**src/rtl/alu_serial.sv**
```systemverilog
// Digit-serial AND/OR/ADD/SUB ALU: operands are consumed DIGIT bits per clock, LSB first,
// through a chain of 1-bit slices with a registered carry between digits.

module alu_slice (
    input  logic       a,
    input  logic       b,
    input  logic       cin,
    input  logic [1:0] op,
    output logic       y,
    output logic       co
);
    always_comb begin
        co = (a & b) | (cin & (a ^ b));
        unique case (op)
            2'b00:   y = a & b;
            2'b01:   y = a | b;
            default: y = a ^ b ^ cin;
        endcase
    end
endmodule

module alu_serial #(
    parameter int WIDTH = 8,
    parameter int DIGIT = 1
) (
    input  logic             clk,
    input  logic             rst,
    input  logic             start,
    input  logic [WIDTH-1:0] a,
    input  logic [WIDTH-1:0] b,
    input  logic [1:0]       op,
    output logic             busy,
    output logic             done,
    output logic [WIDTH-1:0] result,
    output logic             cout,
    output logic             zero,
    output logic             overflow
);
    localparam int N  = WIDTH / DIGIT;
    localparam int CW = (N > 1) ? $clog2(N) : 1;

    typedef enum logic [1:0] {IDLE, RUN, DONE} state_t;

    state_t           state;
    logic [WIDTH-1:0] a_sr, b_sr, res_sr, res_next;
    logic [1:0]       op_r;
    logic [CW-1:0]    cnt;
    logic             carry;
    logic             arith, sub, last;
    logic [DIGIT-1:0] b_eff, y;
    logic [DIGIT:0]   c;

    assign arith = op_r[1];
    assign sub   = op_r[1] & op_r[0];
    assign b_eff = b_sr[DIGIT-1:0] ^ {DIGIT{sub}};
    assign c[0]  = carry;
    assign last  = (cnt == CW'(N - 1));

    genvar i;
    generate
        for (i = 0; i < DIGIT; i++) begin : g_slice
            alu_slice u_slice (
                .a   (a_sr[i]),
                .b   (b_eff[i]),
                .cin (c[i]),
                .op  (op_r),
                .y   (y[i]),
                .co  (c[i+1])
            );
        end
    endgenerate

    // New digit enters from the MSB side; after N digits the LSB digit has reached bit 0.
    assign res_next = WIDTH'({y, res_sr} >> DIGIT);

    always_ff @(posedge clk) begin
        if (rst) begin
            state    <= IDLE;
            busy     <= 1'b0;
            done     <= 1'b0;
            result   <= '0;
            cout     <= 1'b0;
            zero     <= 1'b0;
            overflow <= 1'b0;
            a_sr     <= '0;
            b_sr     <= '0;
            res_sr   <= '0;
            op_r     <= 2'b00;
            cnt      <= '0;
            carry    <= 1'b0;
        end else begin
            done <= 1'b0;
            case (state)
                IDLE, DONE: begin
                    if (start) begin
                        a_sr  <= a;
                        b_sr  <= b;
                        op_r  <= op;
                        cnt   <= '0;
                        carry <= (op == 2'b11);
                        busy  <= 1'b1;
                        state <= RUN;
                    end else begin
                        state <= IDLE;
                    end
                end
                RUN: begin
                    a_sr   <= a_sr >> DIGIT;
                    b_sr   <= b_sr >> DIGIT;
                    res_sr <= res_next;
                    carry  <= c[DIGIT];
                    cnt    <= cnt + CW'(1);
                    if (last) begin
                        state    <= DONE;
                        busy     <= 1'b0;
                        done     <= 1'b1;
                        result   <= res_next;
                        zero     <= (res_next == '0);
                        cout     <= arith & c[DIGIT];
                        overflow <= arith & (c[DIGIT] ^ c[DIGIT-1]);
                    end
                end
                default: state <= IDLE;
            endcase
        end
    end
endmodule
```
**config.mk**
```make
export PLATFORM = sky130hd
export DESIGN_NAME = alu_serial
export DESIGN_NICKNAME = d
export VERILOG_FILES = /design/src/rtl/alu_serial.sv
export SDC_FILE = /design/constraint.sdc
export NUM_CORES = 1
export LEC_CHECK = 0
export CAP_MARGIN = 30
export CORE_MARGIN = 8
export CORE_UTILIZATION = 51
export CTS_CLUSTER_DIAMETER = 50
export CTS_CLUSTER_SIZE = 8
export DETAILED_ROUTE_END_ITERATION = 6
export PLACE_DENSITY = 0.88
export SLEW_MARGIN = 30
export SYNTH_ARGS = -nofsm -noshare
export SYNTH_HDL_FRONTEND = slang
export SYNTH_HIERARCHICAL = 1
export SYNTH_SLANG_ARGS = --single-unit
```
**constraint.sdc**
```tcl
create_clock -name clk -period 2.36 [get_ports clk]
set_clock_uncertainty 0.2 [all_clocks]
set_input_delay 0.708 -clock clk [delete_from_list [all_inputs] [get_ports clk]]
set_output_delay 0.708 -clock clk [all_outputs]
set_load 0.05 [all_outputs]
```
==> results of run 1 <==
[cells by family (layout without fill, tap and decap cells)]
kind of cell	after synthesis	after routing	share of synthesized area, %
DFF	44	44	48.7
adders and majority gates	5	5	3.87
and+or+nand+nor	109	109	25.4
xor gates and xnor gates	2	2	0.968
buffers and inverters	19	48	5.46
AOI/OAI and AO/OA	44	44	15.6
[how the worst max path moves through the flow]
stage / startpoint / end
2_1_floorplan: op_r[1]$_SDFFE_PP0P_ / zero$_SDFFE_PP0P_
3_3_place_gp: start / b_sr[2]$_SDFFE_PP0P_
3_5_place_dp: start / a_sr[1]$_SDFFE_PP0P_
4_1_cts: op_r[0]$_SDFFE_PP0P_ / zero$_SDFFE_PP0P_
5_1_grt: op_r[0]$_SDFFE_PP0P_ / zero$_SDFFE_PP0P_
6_report: op_r[0]$_SDFFE_PP0P_ / zero$_SDFFE_PP0P_
[layout make-up]
class,instances,area share (%)
clock buffers,6,2.30
clock inverters,2,1.74
inverters,2,0.336
multi-input cells,160,37.5
flip-flops and latches,44,39.4
well taps,46,2.58
repair buffers,38,16.1
[layer usage]
layer	vias to the layer above	global-route usage [%]
li1	804	-
met1	751	17.5
met2	33	25.2
met3	5	4.61
met4	0	7.25
met5	-	0
[state kept, by name, summed over array words and instances (netlist names)]
| name | count |
|---|---|
| cout | 1 |
| res_sr | 7 |
| cnt | 3 |
| state | 2 |
| b_sr | 8 |
| a_sr | 8 |
| result | 8 |
| carry | 1 |
| zero | 1 |
| overflow | 1 |
| busy | 1 |
| done | 1 |
| op_r | 2 |
[placed cells by master, fill, tap and decap left out]
cell / Yosys / routed
nand2_1: 70 / 70
dfxtp_1: 44 / 44
a21oi_1: 27 / 27
clkdlybuf4s50_1: 0 / 20
nor2_1: 18 / 18
buf_4: 5 / 16
a311oi_1: 14 / 14
nand3_1: 9 / 9
clkbuf_4: 0 / 5
nor2b_1: 4 / 4
ha_1: 4 / 4
nand2b_1: 3 / 3
nor4_1: 2 / 2
inv_1: 2 / 2
buf_12: 0 / 2
xnor2_2: 0 / 1
and3b_1: 1 / 1
nand3b_1: 1 / 1
xor2_1: 1 / 1
or2b_4: 1 / 1
a32oi_1: 1 / 1
o21a_1: 1 / 1
clkinv_4: 0 / 1
bufinv_16: 0 / 1
clkbuf_8: 0 / 1
o31a_1: 1 / 1
fa_1: 1 / 1
[power groups by stage]
stage / Sequential, W / Clock, W / Combinational, W
after floorplan: 0.000816 / 0 / 0.000118
after global placement: 0.000816 / 0 / 0.000178
after detailed placement: 0.000817 / 0 / 0.000185
after CTS: 0.000801 / 0.000509 / 0.000185
after global routing: 0.000807 / 0.000547 / 0.000205
final: 0.000802 / 0.000508 / 0.000187
[what timing repair did]
action	in CTS	in global routing
endpoints found under the setup margin	0	1
hold buffers	0	0
gates resized for setup	0	1
[worst register-to-register path, stage by stage, from the launching register on]
cell,delay (ps)
dfxtp_1,390
nand2_1,100
xnor2_2,230
fa_1,450
nand2b_1,150
o31a_1,140
nor4_1,170
nand3_1,110
a21oi_1,140
[per-stage QoR]
stage | hold slack [ps] | std cells | setup WS, ps | area, µm² | power (W)
floorplan | 245 | 223 | 319 | 1810 | 0.000934
global placement | 240 | 290 | 183 | 2140 | 0.000994
detailed placement | 247 | 290 | 140 | 2140 | 0.00100
CTS | 265 | 298 | 182 | 2230 | 0.00150
global route | 291 | 298 | 107 | 2230 | 0.00156
finish | 262 | 298 | 237 | 2230 | 0.00150
==> reports/qor.json, run 1 <==
{
  "run_status": {"value": "completed"},
  "mappedNetlistArea": {"value": 1810, "unit": "µm²"},
  "worstHoldPathCells": {"value": 2},
  "max_freq": {"value": 0.471, "unit": "GHz"},
  "cp_max_fo": {"value": 4},
  "hold_path.startpoint": {"value": "overflow$_SDFFE_PP0P_"},
  "core-area": {"value": 3360, "unit": "µm²"},
  "period_share": {"value": 90.0, "unit": "%"},
  "synth_cells": {"value": 223},
  "areaGrowthSynthToFinish": {"value": 23.4, "unit": "%"},
  "worst_r2r_path_depth": {"value": 8},
  "aggregate_routed_wire_length": {"value": 3.95, "unit": "mm"},
  "maximum_number_of_pins_on_one_net_before_global_route_repair": {"value": 45},
  "antennaDiodeCount": {"value": 0},
  "r2r-start": {"value": "op_r[0]$_SDFFE_PP0P_"},
  "cp_num_cells": {"value": 8},
  "dr.pass1.iters": {"value": 5},
  "globalplace.congestion": {"value": 0.736},
  "final-setup-viol-count": {"value": 0},
  "crit_path_max_incr_delay": {"value": 450, "unit": "ps"},
  "yosysTopAreaCellShare": {"value": 48.7, "unit": "%"},
  "power_internal": {"value": 0.00112, "unit": "W"},
  "vias": {"value": 1593},
  "timing.reg2reg.setup_slack": {"value": 240, "unit": "ps"},
  "post_cts.repair.setup_buffers": {"value": 0},
  "power_switching": {"value": 0.000377, "unit": "W"},
  "dp_hpwl": {"value": 2.59, "unit": "mm"},
  "layout.core_utilization": {"value": 66.4, "unit": "%"},
  "drive_gt1_share": {"value": 11.1, "unit": "%"},
  "path_class": {"value": "register to register"},
  "worstSetupStartpointType": {"value": "register"},
  "path_buf_inv": {"value": 0},
  "cts_made_buffers": {"value": 5},
  "die_area": {"value": 5710, "unit": "µm²"},
  "critical_path_required": {"value": 2470, "unit": "ps"},
  "ys_seq_elements": {"value": 44},
  "period_needed": {"value": 2120, "unit": "ps"},
  "buffer_ports.inserted": {"value": 33},
  "hold_viol": {"value": 0},
  "die_width": {"value": 75.6, "unit": "µm"},
  "min_delay_worst_endpoint": {"value": "overflow$_SDFFE_PP0P_"},
  "swShare": {"value": 25.2, "unit": "%"},
  "cts_tree": {"value": "done"},
  "numClockSinks": {"value": 44},
  "synthDominantAreaCellType": {"value": "dfxtp_1"},
  "clock_power_share": {"value": 33.9, "unit": "%"},
  "combPwrFrac": {"value": 12.5, "unit": "%"},
  "yosysWarningCount": {"value": 6},
  "metal2_wl": {"value": 1.97, "unit": "mm"},
  "post_synth_main_area_contributors": {"value": "dfxtp_1 49%, nand2_1 15%, a21oi_1 7.5%, a311oi_1 6.8%, nor2_1 3.7%"},
  "count_of_distinct_cell_types_in_the_synthesized_netlist": {"value": 24},
  "total_global_routing_track_utilization": {"value": 15.2, "unit": "%"},
  "totalNegativeSetupSlack": {"value": 0, "unit": "ps"},
  "sequential_area": {"value": 881, "unit": "µm²"},
  "rsz0062_at_grt": {"value": "no"},
  "cell_chain_of_the_critical_path": {"value": "nand2_1 -> xnor2_2 -> fa_1 -> nand2b_1 -> o31a_1 -> nor4_1 -> nand3_1 -> a21oi_1"},
  "vdd.ir_drop.worst": {"value": 0.000372, "unit": "V"},
  "antenna_found_initial": {"value": 0},
  "syn-num-nets": {"value": 249},
  "power_density": {"value": 670, "unit": "nW/µm²"},
  "detail-route-antenna-nets": {"value": 0},
  "first_global_vias": {"value": 1547},
  "slew_worst_pin": {"value": 780, "unit": "ps"},
  "critical-path-slowest-cell": {"value": "fa_1"},
  "grt_first_pass_wirelength": {"value": 6.65, "unit": "mm"},
  "wirelength_met1": {"value": 1.71, "unit": "mm"},
  "vias_per_cell": {"value": 5.35},
  "fillCellCount": {"value": 296},
  "share_seq_of_total_power": {"value": 53.6, "unit": "%"},
  "multi_input_area": {"value": 837, "unit": "µm²"},
  "synth_edf_count": {"value": 0},
  "postSynthAreaPerCell": {"value": 8.11, "unit": "µm²"},
  "yosys.cell_count.top_type": {"value": "nand2_1"},
  "static_leak": {"value": 0.861, "unit": "nW"},
  "worst_slew_margin_rel": {"value": 47.9, "unit": "%"},
  "ctsRootBufferMaster": {"value": "clkbuf_4"},
  "initialDrtViolationCount": {"value": 156},
  "starting_density_of_the_core": {"value": 53.8, "unit": "%"},
  "timing.critical_path.max_delay_family": {"value": "simple AND/OR/NAND/NOR gates"},
  "netlist_top_cells_count": {"value": "70 x nand2_1, 44 x dfxtp_1, 27 x a21oi_1"},
  "final_nets": {"value": 277},
  "worst_hold_path_type": {"value": "register to register"},
  "chipHeight": {"value": 75.6, "unit": "µm"},
  "htree_num_levels": {"value": 2},
  "clockBufferDepth": {"value": 2},
  "reg2reg_to": {"value": "zero$_SDFFE_PP0P_"},
  "wl_met3": {"value": 204, "unit": "µm"},
  "route.detailed.wl_per_inst": {"value": 13.3, "unit": "µm"},
  "clkLatencyLatePin": {"value": 370, "unit": "ps"},
  "grt_remaining_overflow": {"value": 0},
  "ys.flop_type": {"value": "dfxtp_1"},
  "report.final.slew_viol_count": {"value": 0},
  "io_pins": {"value": 34},
  "postSynth.asyncResetShare": {"value": 0, "unit": "%"},
  "max_cap_violations": {"value": 0},
  "top_layer_used": {"value": "met4"},
  "setup.worst_path.end_class": {"value": "register"},
  "cp.arrival": {"value": 2240, "unit": "ps"},
  "synth_sequential_area_ratio": {"value": 48.7, "unit": "%"},
  "drc": {"value": 0},
  "placementRows": {"value": 21},
  "worst_setup_hold_path_clk_slew": {"value": 130, "unit": "ps"}
}
No activity file was read; power rests on OpenSTA's default activity.
==> run 2, diff against run 1 <==
--- a/config.mk
+++ b/config.mk
@@ -5,6 +5,7 @@
 export SDC_FILE = /design/constraint.sdc
 export NUM_CORES = 1
 export LEC_CHECK = 0
+export ABC_CLOCK_PERIOD_IN_PS = 2360
 export CAP_MARGIN = 30
 export CORE_MARGIN = 8
 export CORE_UTILIZATION = 51
==> results of run 2 <==
Final layout, timing and power as in run 1 (identical DEF).
==> run 3, diff against run 2 <==
--- a/config.mk
+++ b/config.mk
@@ -5,14 +5,16 @@
 export SDC_FILE = /design/constraint.sdc
 export NUM_CORES = 1
 export LEC_CHECK = 0
-export ABC_CLOCK_PERIOD_IN_PS = 2360
+export ABC_AREA = 1
+export ABC_CLOCK_PERIOD_IN_PS = 1800
 export CAP_MARGIN = 30
 export CORE_MARGIN = 8
-export CORE_UTILIZATION = 51
+export CORE_UTILIZATION = 47
 export CTS_CLUSTER_DIAMETER = 50
 export CTS_CLUSTER_SIZE = 8
 export DETAILED_ROUTE_END_ITERATION = 6
-export PLACE_DENSITY = 0.88
+export PLACE_DENSITY = 0.85
+export SETUP_SLACK_MARGIN = 0.15
 export SLEW_MARGIN = 30
 export SYNTH_ARGS = -nofsm -noshare
 export SYNTH_HDL_FRONTEND = slang
==> constraint.sdc (replaced) <==
create_clock -name clk -period 1.8 [get_ports clk]
set_clock_uncertainty 0.2 [all_clocks]
set_input_delay 0.54 -clock clk [delete_from_list [all_inputs] [get_ports clk]]
set_output_delay 0.54 -clock clk [all_outputs]
set_load 0.05 [all_outputs]
==> run 3 against run 2 <==
  * Non-clock buffer count rose by 12
  * Core utilization is 1.3 points higher
  * Sequential share of layout area is 7.0 points lower
  * Register-to-register slack worse by 230 ps
  * Critical path type unchanged
==> reports/qor.json, run 3 <==
{
  "numClockSinks": {"value": 44, "change": "unchanged"},
  "dp_hpwl": {"value": 3.21, "unit": "mm", "change": "+24%"},
  "cp.arrival": {"value": 1840, "unit": "ps", "change": "-400 ps"},
  "starting_density_of_the_core": {"value": 48.9, "unit": "%", "change": "-4.9 points"},
  "vias_per_cell": {"value": 4.90, "change": "-8.3%"},
  "synth_edf_count": {"value": 0, "change": "unchanged"},
  "vias": {"value": 1804, "change": "+13%"},
  "mappedNetlistArea": {"value": 1970, "unit": "µm²", "change": "+8.9%"},
  "postSynth.asyncResetShare": {"value": 0, "unit": "%", "change": "unchanged"},
  "globalplace.congestion": {"value": 0.783, "change": "+6.4%"},
  "chipHeight": {"value": 80.7, "unit": "µm", "change": "+6.8%"},
  "route.detailed.wl_per_inst": {"value": 12.2, "unit": "µm", "change": "-8.2%"},
  "postSynthAreaPerCell": {"value": 7.19, "unit": "µm²", "change": "-11%"},
  "yosysTopAreaCellShare": {"value": 44.7, "unit": "%", "change": "-4.0 points"},
  "synthDominantAreaCellType": {"value": "dfxtp_1"},
  "dp_cells": {"value": 357, "change": "+23%"},
  "sequential_area": {"value": 885, "unit": "µm²", "change": "+0.43%"},
  "cts_tree": {"value": "done"},
  "ys_seq_elements": {"value": 44, "change": "unchanged"},
  "worst_setup_hold_path_clk_slew": {"value": 80, "unit": "ps", "change": "-50 ps"},
  "netlist_top_cells_count": {"value": "50 x nor2_1, 45 x nand2_1, 44 x dfxtp_1"},
  "cts_made_buffers": {"value": 5, "change": "unchanged"},
  "areaGrowthSynthToFinish": {"value": 38.4, "unit": "%"},
  "core-area": {"value": 4030, "unit": "µm²", "change": "+20%"},
  "critical-path-slowest-cell": {"value": "fa_1"},
  "yosysWarningCount": {"value": 6, "change": "unchanged"},
  "detailed_place.area": {"value": 2550, "unit": "µm²", "change": "+20%"},
  "synth_cells": {"value": 274, "change": "+23%"},
  "dr.pass1.iters": {"value": 5, "change": "unchanged"},
  "die_area": {"value": 6520, "unit": "µm²", "change": "+14%"},
  "syn-num-nets": {"value": 300, "change": "+20%"},
  "setup.worst_path.end_class": {"value": "register"},
  "static_leak": {"value": 1.22, "unit": "nW", "change": "+42%"},
  "post_synth_main_area_contributors": {"value": "dfxtp_1 45%, nor2_1 9.5%, nand3_1 9.1%, nand2_1 8.6%, inv_1 5.5%"},
  "grt_remaining_overflow": {"value": 0, "change": "unchanged"},
  "multi_input_area": {"value": 912, "unit": "µm²", "change": "+9.0%"},
  "fillCellCount": {"value": 305, "change": "+3.0%"},
  "cp_max_fo": {"value": 3, "change": "-1"},
  "io_pins": {"value": 34, "change": "unchanged"},
  "worst_hold_path_type": {"value": "register to register"},
  "worstSetupStartpointType": {"value": "register"},
  "antennaDiodeCount": {"value": 0, "change": "unchanged"},
  "drc": {"value": 0, "change": "unchanged"},
  "ctsRootBufferMaster": {"value": "clkbuf_8"},
  "final_nets": {"value": 343, "change": "+24%"},
  "ys.flop_type": {"value": "dfxtp_1"},
  "run_status": {"value": "completed"},
  "grt_first_pass_wirelength": {"value": 7.43, "unit": "mm", "change": "+12%"},
  "buffer_ports.inserted": {"value": 33, "change": "unchanged"},
  "maximum_number_of_pins_on_one_net_before_global_route_repair": {"value": 31, "change": "-31%"},
  "aggregate_routed_wire_length": {"value": 4.48, "unit": "mm", "change": "+13%"},
  "path_class": {"value": "register to register"},
  "period_share": {"value": 99.7, "unit": "%", "change": "+9.7 points"},
  "clockBufferDepth": {"value": 2, "change": "unchanged"},
  "mostFrequentLayoutCells": {"value": "50 x nor2_1, 43 x nand2_1, 41 x dfxtp_1"},
  "rsz0062_at_grt": {"value": "yes"},
  "layout.core_utilization": {"value": 67.7, "unit": "%", "change": "+1.3 points"},
  "max_cap_violations": {"value": 0, "change": "unchanged"},
  "largestRegisters": {"value": "a_sr (8), b_sr (8), result (8)"},
  "cell_chain_of_the_critical_path": {"value": "nand2_2 -> xnor2_2 -> fa_1 -> nand2_1 -> nand2_2 -> nor2_1 -> nand2_1 -> nor2_1 -> nor2_1 -> nor2_1"},
  "final_cells": {"value": 368, "change": "+23%"},
  "antenna_found_initial": {"value": 0, "change": "unchanged"},
  "synth_sequential_area_ratio": {"value": 44.7, "unit": "%", "change": "-4.0 points"},
  "final-setup-viol-count": {"value": 0, "change": "unchanged"},
  "final_common_cell": {"value": "nor2_1"},
  "htree_num_levels": {"value": 2, "change": "unchanged"},
  "vdd.ir_drop.worst": {"value": 0.000621, "unit": "V", "change": "+67%"},
  "period_needed": {"value": 1790, "unit": "ps", "change": "-329 ps"},
  "report.power.total": {"value": 0.00223, "unit": "W", "change": "+49%"},
  "crit_path_max_incr_delay": {"value": 440, "unit": "ps", "change": "about the same"},
  "max_freq": {"value": 0.557, "unit": "GHz", "change": "+18%"},
  "critical_path_required": {"value": 1840, "unit": "ps", "change": "-630 ps"},
  "drive_gt1_share": {"value": 17.9, "unit": "%", "change": "+6.8 points"},
  "placementRows": {"value": 23, "change": "+9.5%"},
  "power_density": {"value": 819, "unit": "nW/µm²", "change": "+22%"},
  "hold_viol": {"value": 0, "change": "unchanged"},
  "count_of_distinct_cell_types_in_the_synthesized_netlist": {"value": 19, "change": "-21%"},
  "path_common_cell": {"value": "nor2_1"},
  "initialDrtViolationCount": {"value": 161, "change": "+3.2%"},
  "detail-route-antenna-nets": {"value": 0, "change": "unchanged"},
  "die_width": {"value": 80.7, "unit": "µm", "change": "+6.8%"},
  "worst_slew_margin_rel": {"value": 82.7, "unit": "%", "change": "+35 points"},
  "first_global_vias": {"value": 1664, "change": "+7.6%"},
  "slew_worst_pin": {"value": 258, "unit": "ps", "change": "-522 ps"},
  "final_area": {"value": 2730, "unit": "µm²", "change": "+22%"},
  "clkLatencyLatePin": {"value": 300, "unit": "ps", "change": "-70 ps"},
  "report.final.slew_viol_count": {"value": 0, "change": "unchanged"},
  "total_global_routing_track_utilization": {"value": 14.3, "unit": "%", "change": "-0.88 points"},
  "yosys.cell_count.top_type": {"value": "nor2_1"},
  "totalNegativeSetupSlack": {"value": 0, "unit": "ps", "change": "unchanged"}
}
[run 3: where the power goes]
part	total [W]	internal, W	switching [W]
clock network	0.000747	0.000410	0.000337
registers	0.00107	0.00104	0.0000371
logic	0.000412	0.000196	0.000216
total	0.00223	0.00164	0.000590
[run 3: metal layers]
metal  global-route usage (%)  up-vias  wire length (µm)
li1                         -      947                 -
met5                        0        -                 0
met2                     24.1       45              2270
met3                     3.97        8               223
met4                     6.79        0                85
met1                     16.6      804              1890
[run 3: worst max-delay path, delay by kind of cell (launching register included)]
family | cells | cell delay (ps)
xor gates and xnor gates | 1 | 150
adders and majority gates | 1 | 440
DFF | 1 | 350
and+or+nand+nor | 8 | 610
[run 3: layout make-up]
| class | count | area share (%) |
|---|---|---|
| Clock buffer | 5 | 2.52 |
| Sequential cell | 44 | 32.4 |
| Tap cell | 50 | 2.29 |
| Clock inverter | 3 | 1.56 |
| Inverter | 32 | 4.50 |
| Timing Repair Buffer | 50 | 23.2 |
| Multi-Input combinational cell | 184 | 33.5 |
[run 3: timing repair]
item                                    4_1_cts  5_1_grt
buffers inserted                              2        1
hold buffers                                  0        0
resized for setup                             3        9
pin swaps                                     3        0
endpoints found under the setup margin        4       13
[run 3: logic make-up after synthesis]
family                   count (synthesis)  synth area share [%]
buffers and inverters                   46                  10.9
AO/OA/AOI/OAI                           28                  7.12
adder cells (fa/ha/maj)                  5                  3.56
XOR/XNOR                                 1                 0.445
flip-flops                              44                  44.7
AND/OR/NAND/NOR                        150                  33.2
[run 3: path summary, 6_finish.rpt]
check / cells past startpoint / from / endpoint / slack, ps
worst max-delay path: 10 / op_r[0]$_SDFFE_PP0P_ / zero$_SDFFE_PP0P_ / 6
worst min-delay path: 1 / cnt[0]$_SDFFE_PP0P_ / cnt[0]$_SDFFE_PP0P_ / 230
worst max register to register: 10 / op_r[0]$_SDFFE_PP0P_ / zero$_SDFFE_PP0P_ / 6
worst min register to register: 1 / cnt[0]$_SDFFE_PP0P_ / cnt[0]$_SDFFE_PP0P_ / 230
[run 3: stage by stage]
| stage | worst slack, ps | hold slack (ps) |
|---|---|---|
| after CTS | -3.75 | 272 |
| after global placement | -74.1 | 253 |
| after detailed placement | -102 | 254 |
| final | 5.56 | 234 |
| after floorplan | 55.2 | 229 |
| after global routing | -105 | 261 |
==> RTL edit, RTL diff (settings of run 3) <==
Reset style: asynchronous (`rst`), changed in one clocked block.
--- a/src/rtl/alu_serial.sv
+++ b/src/rtl/alu_serial.sv
@@ -73,7 +73,7 @@
     // New digit enters from the MSB side; after N digits the LSB digit has reached bit 0.
     assign res_next = WIDTH'({y, res_sr} >> DIGIT);
 
-    always_ff @(posedge clk) begin
+    always_ff @(posedge clk or posedge rst) begin
         if (rst) begin
             state    <= IDLE;
             busy     <= 1'b0;
Function: differs if rst is asserted again (counterexample within 4 cycles, from zero or initial values and one cycle with rst high); with rst held inactive, the same outputs for 10 cycles.
==> RTL edit against run 3 <==
The run now ends with setup timing left; count of clock-buffer cells in the layout unchanged; area after synthesis increased by 0.44%; cell count decreased by 13%; design area about the same; routed wire length decreased by 16%; setup slack got worse by 15 ps; sequential cell count unchanged.
Power is not compared: it rests on default switching activity, and its combinational part moved more than twofold at a synthesized area within 25%.
==> RTL edit: results (changes against run 3) <==
* Synthesized instance count at 221 (-19%)
* Placed cell count at 304 (-15%)
* Crit path max fanout at 2 (-1)
* Global-route wire length before repair at 6.42 mm (-14%)
* Post-synthesis net count at 247 (-18%)
* Hold_ws at 278 ps (+43.8 ps)
* Violated checks: setup timing
* Status: complete, but fails checks
* Portion of the post-synthesis area used by sequential elements at 55.7% (+11 points)
* HPWL after detailed placement at 2.60 mm (-19%)
* Setup Viol. Count Final at 1 (+1)
* Pin count of the biggest net entering global routing at 45 (+45%)
* Via density at 4.70 (-4.1%)
* Worst Reg2Reg Path Length in Cells at 9 (-1)
* Proportion of layout cells with a drive suffix above 1 at 20.6% (+2.7 points)
* Count of unique library cells instantiated by Yosys at 18 (-1)
* Violation count after the first detailed-route iteration at 81 (-50%)
* Weighted congestion reported at the end of routability-driven placement at 0.747 (-4.5%)
* Global-route total usage across every layer at 12.5% (-1.9 points)
* Setup WS pre-CTS at -27.6 ps (+74.7 ps)
* Worst Hold End: a_sr[7]
* Post-Route WL at 3.75 mm (-16%)
* Setup Total Neg Slack at -9.64 ps (-9.64 ps)
* Post-route non-filler standard cell count at 322 (-13%)
* Most area-consuming cells after synthesis: dfrtp_1 56%, nand2_1 18%, nand3_1 4.6%
* Worst Setup Slack, final at -9.64 ps (-15.2 ps)
==> RTL edit: per-stage QoR <==
step	utilization, %	cell area [um2]
detailed placement	63.1	2540
finish	67.7	2730
CTS	66.1	2660
global placement	63.1	2540
floorplan	-	1990
global route	67.7	2730
==> RTL edit: worst max path at each step <==
stage	end	slack, ps	startpoint
finish	zero	-10	b_sr[0]
global route	zero	-130	b_sr[0]
CTS	zero	-20	b_sr[0]
detailed placement	carry	-30	start
global placement	carry	-10	start
floorplan	zero	30	op_r[1]
==> RTL edit: cell type report <==
type	instances	area [um2]
Sequential cell	44	1100
Multi-Input combinational cell	147	728
Fill cell	324	1300
Clock inverter	3	42.5
Clock buffer	5	68.8
Timing Repair Buffer	50	626
Tap cell	50	62.6
Inverter	23	100
==> RTL edit: logic make-up (layout without fill, tap and decap cells) <==
kind of cell	Yosys count	count (layout)	synth area share, %
buffers and inverters	30	81	8.03
flip-flops	44	44	55.7
AO/OA/AOI/OAI	19	19	6.51
XOR/XNOR	1	1	0.443
adder cells (fa/ha/maj)	5	5	3.54
AND/OR/NAND/NOR	122	122	25.8
==> RTL edit: metal layers <==
layer | share of wire [%] | global-route usage [%] | routed length (um) | vias up
met5 | 0 | 0 | 0 | -
met4 | 1.2 | 4.11 | 44 | 0
met3 | 7.0 | 5.19 | 261 | 4
met2 | 47 | 20.7 | 1780 | 44
met1 | 44 | 14.2 | 1670 | 688
li1 | - | - | - | 778
==> RTL edit: critical path: cells and delay by family (launching register included) <==
| kind | cells | cell delay (ps) |
|---|---|---|
| DFF | 1 | 410 |
| and+or+nand+nor | 7 | 520 |
| adders and majority gates | 1 | 440 |
| xor gates and xnor gates | 1 | 200 |
==> RTL edit: timing repair <==
action,CTS,global route
setup buffers,1,9
pin swaps,1,2
setup endpoints to repair,3,10
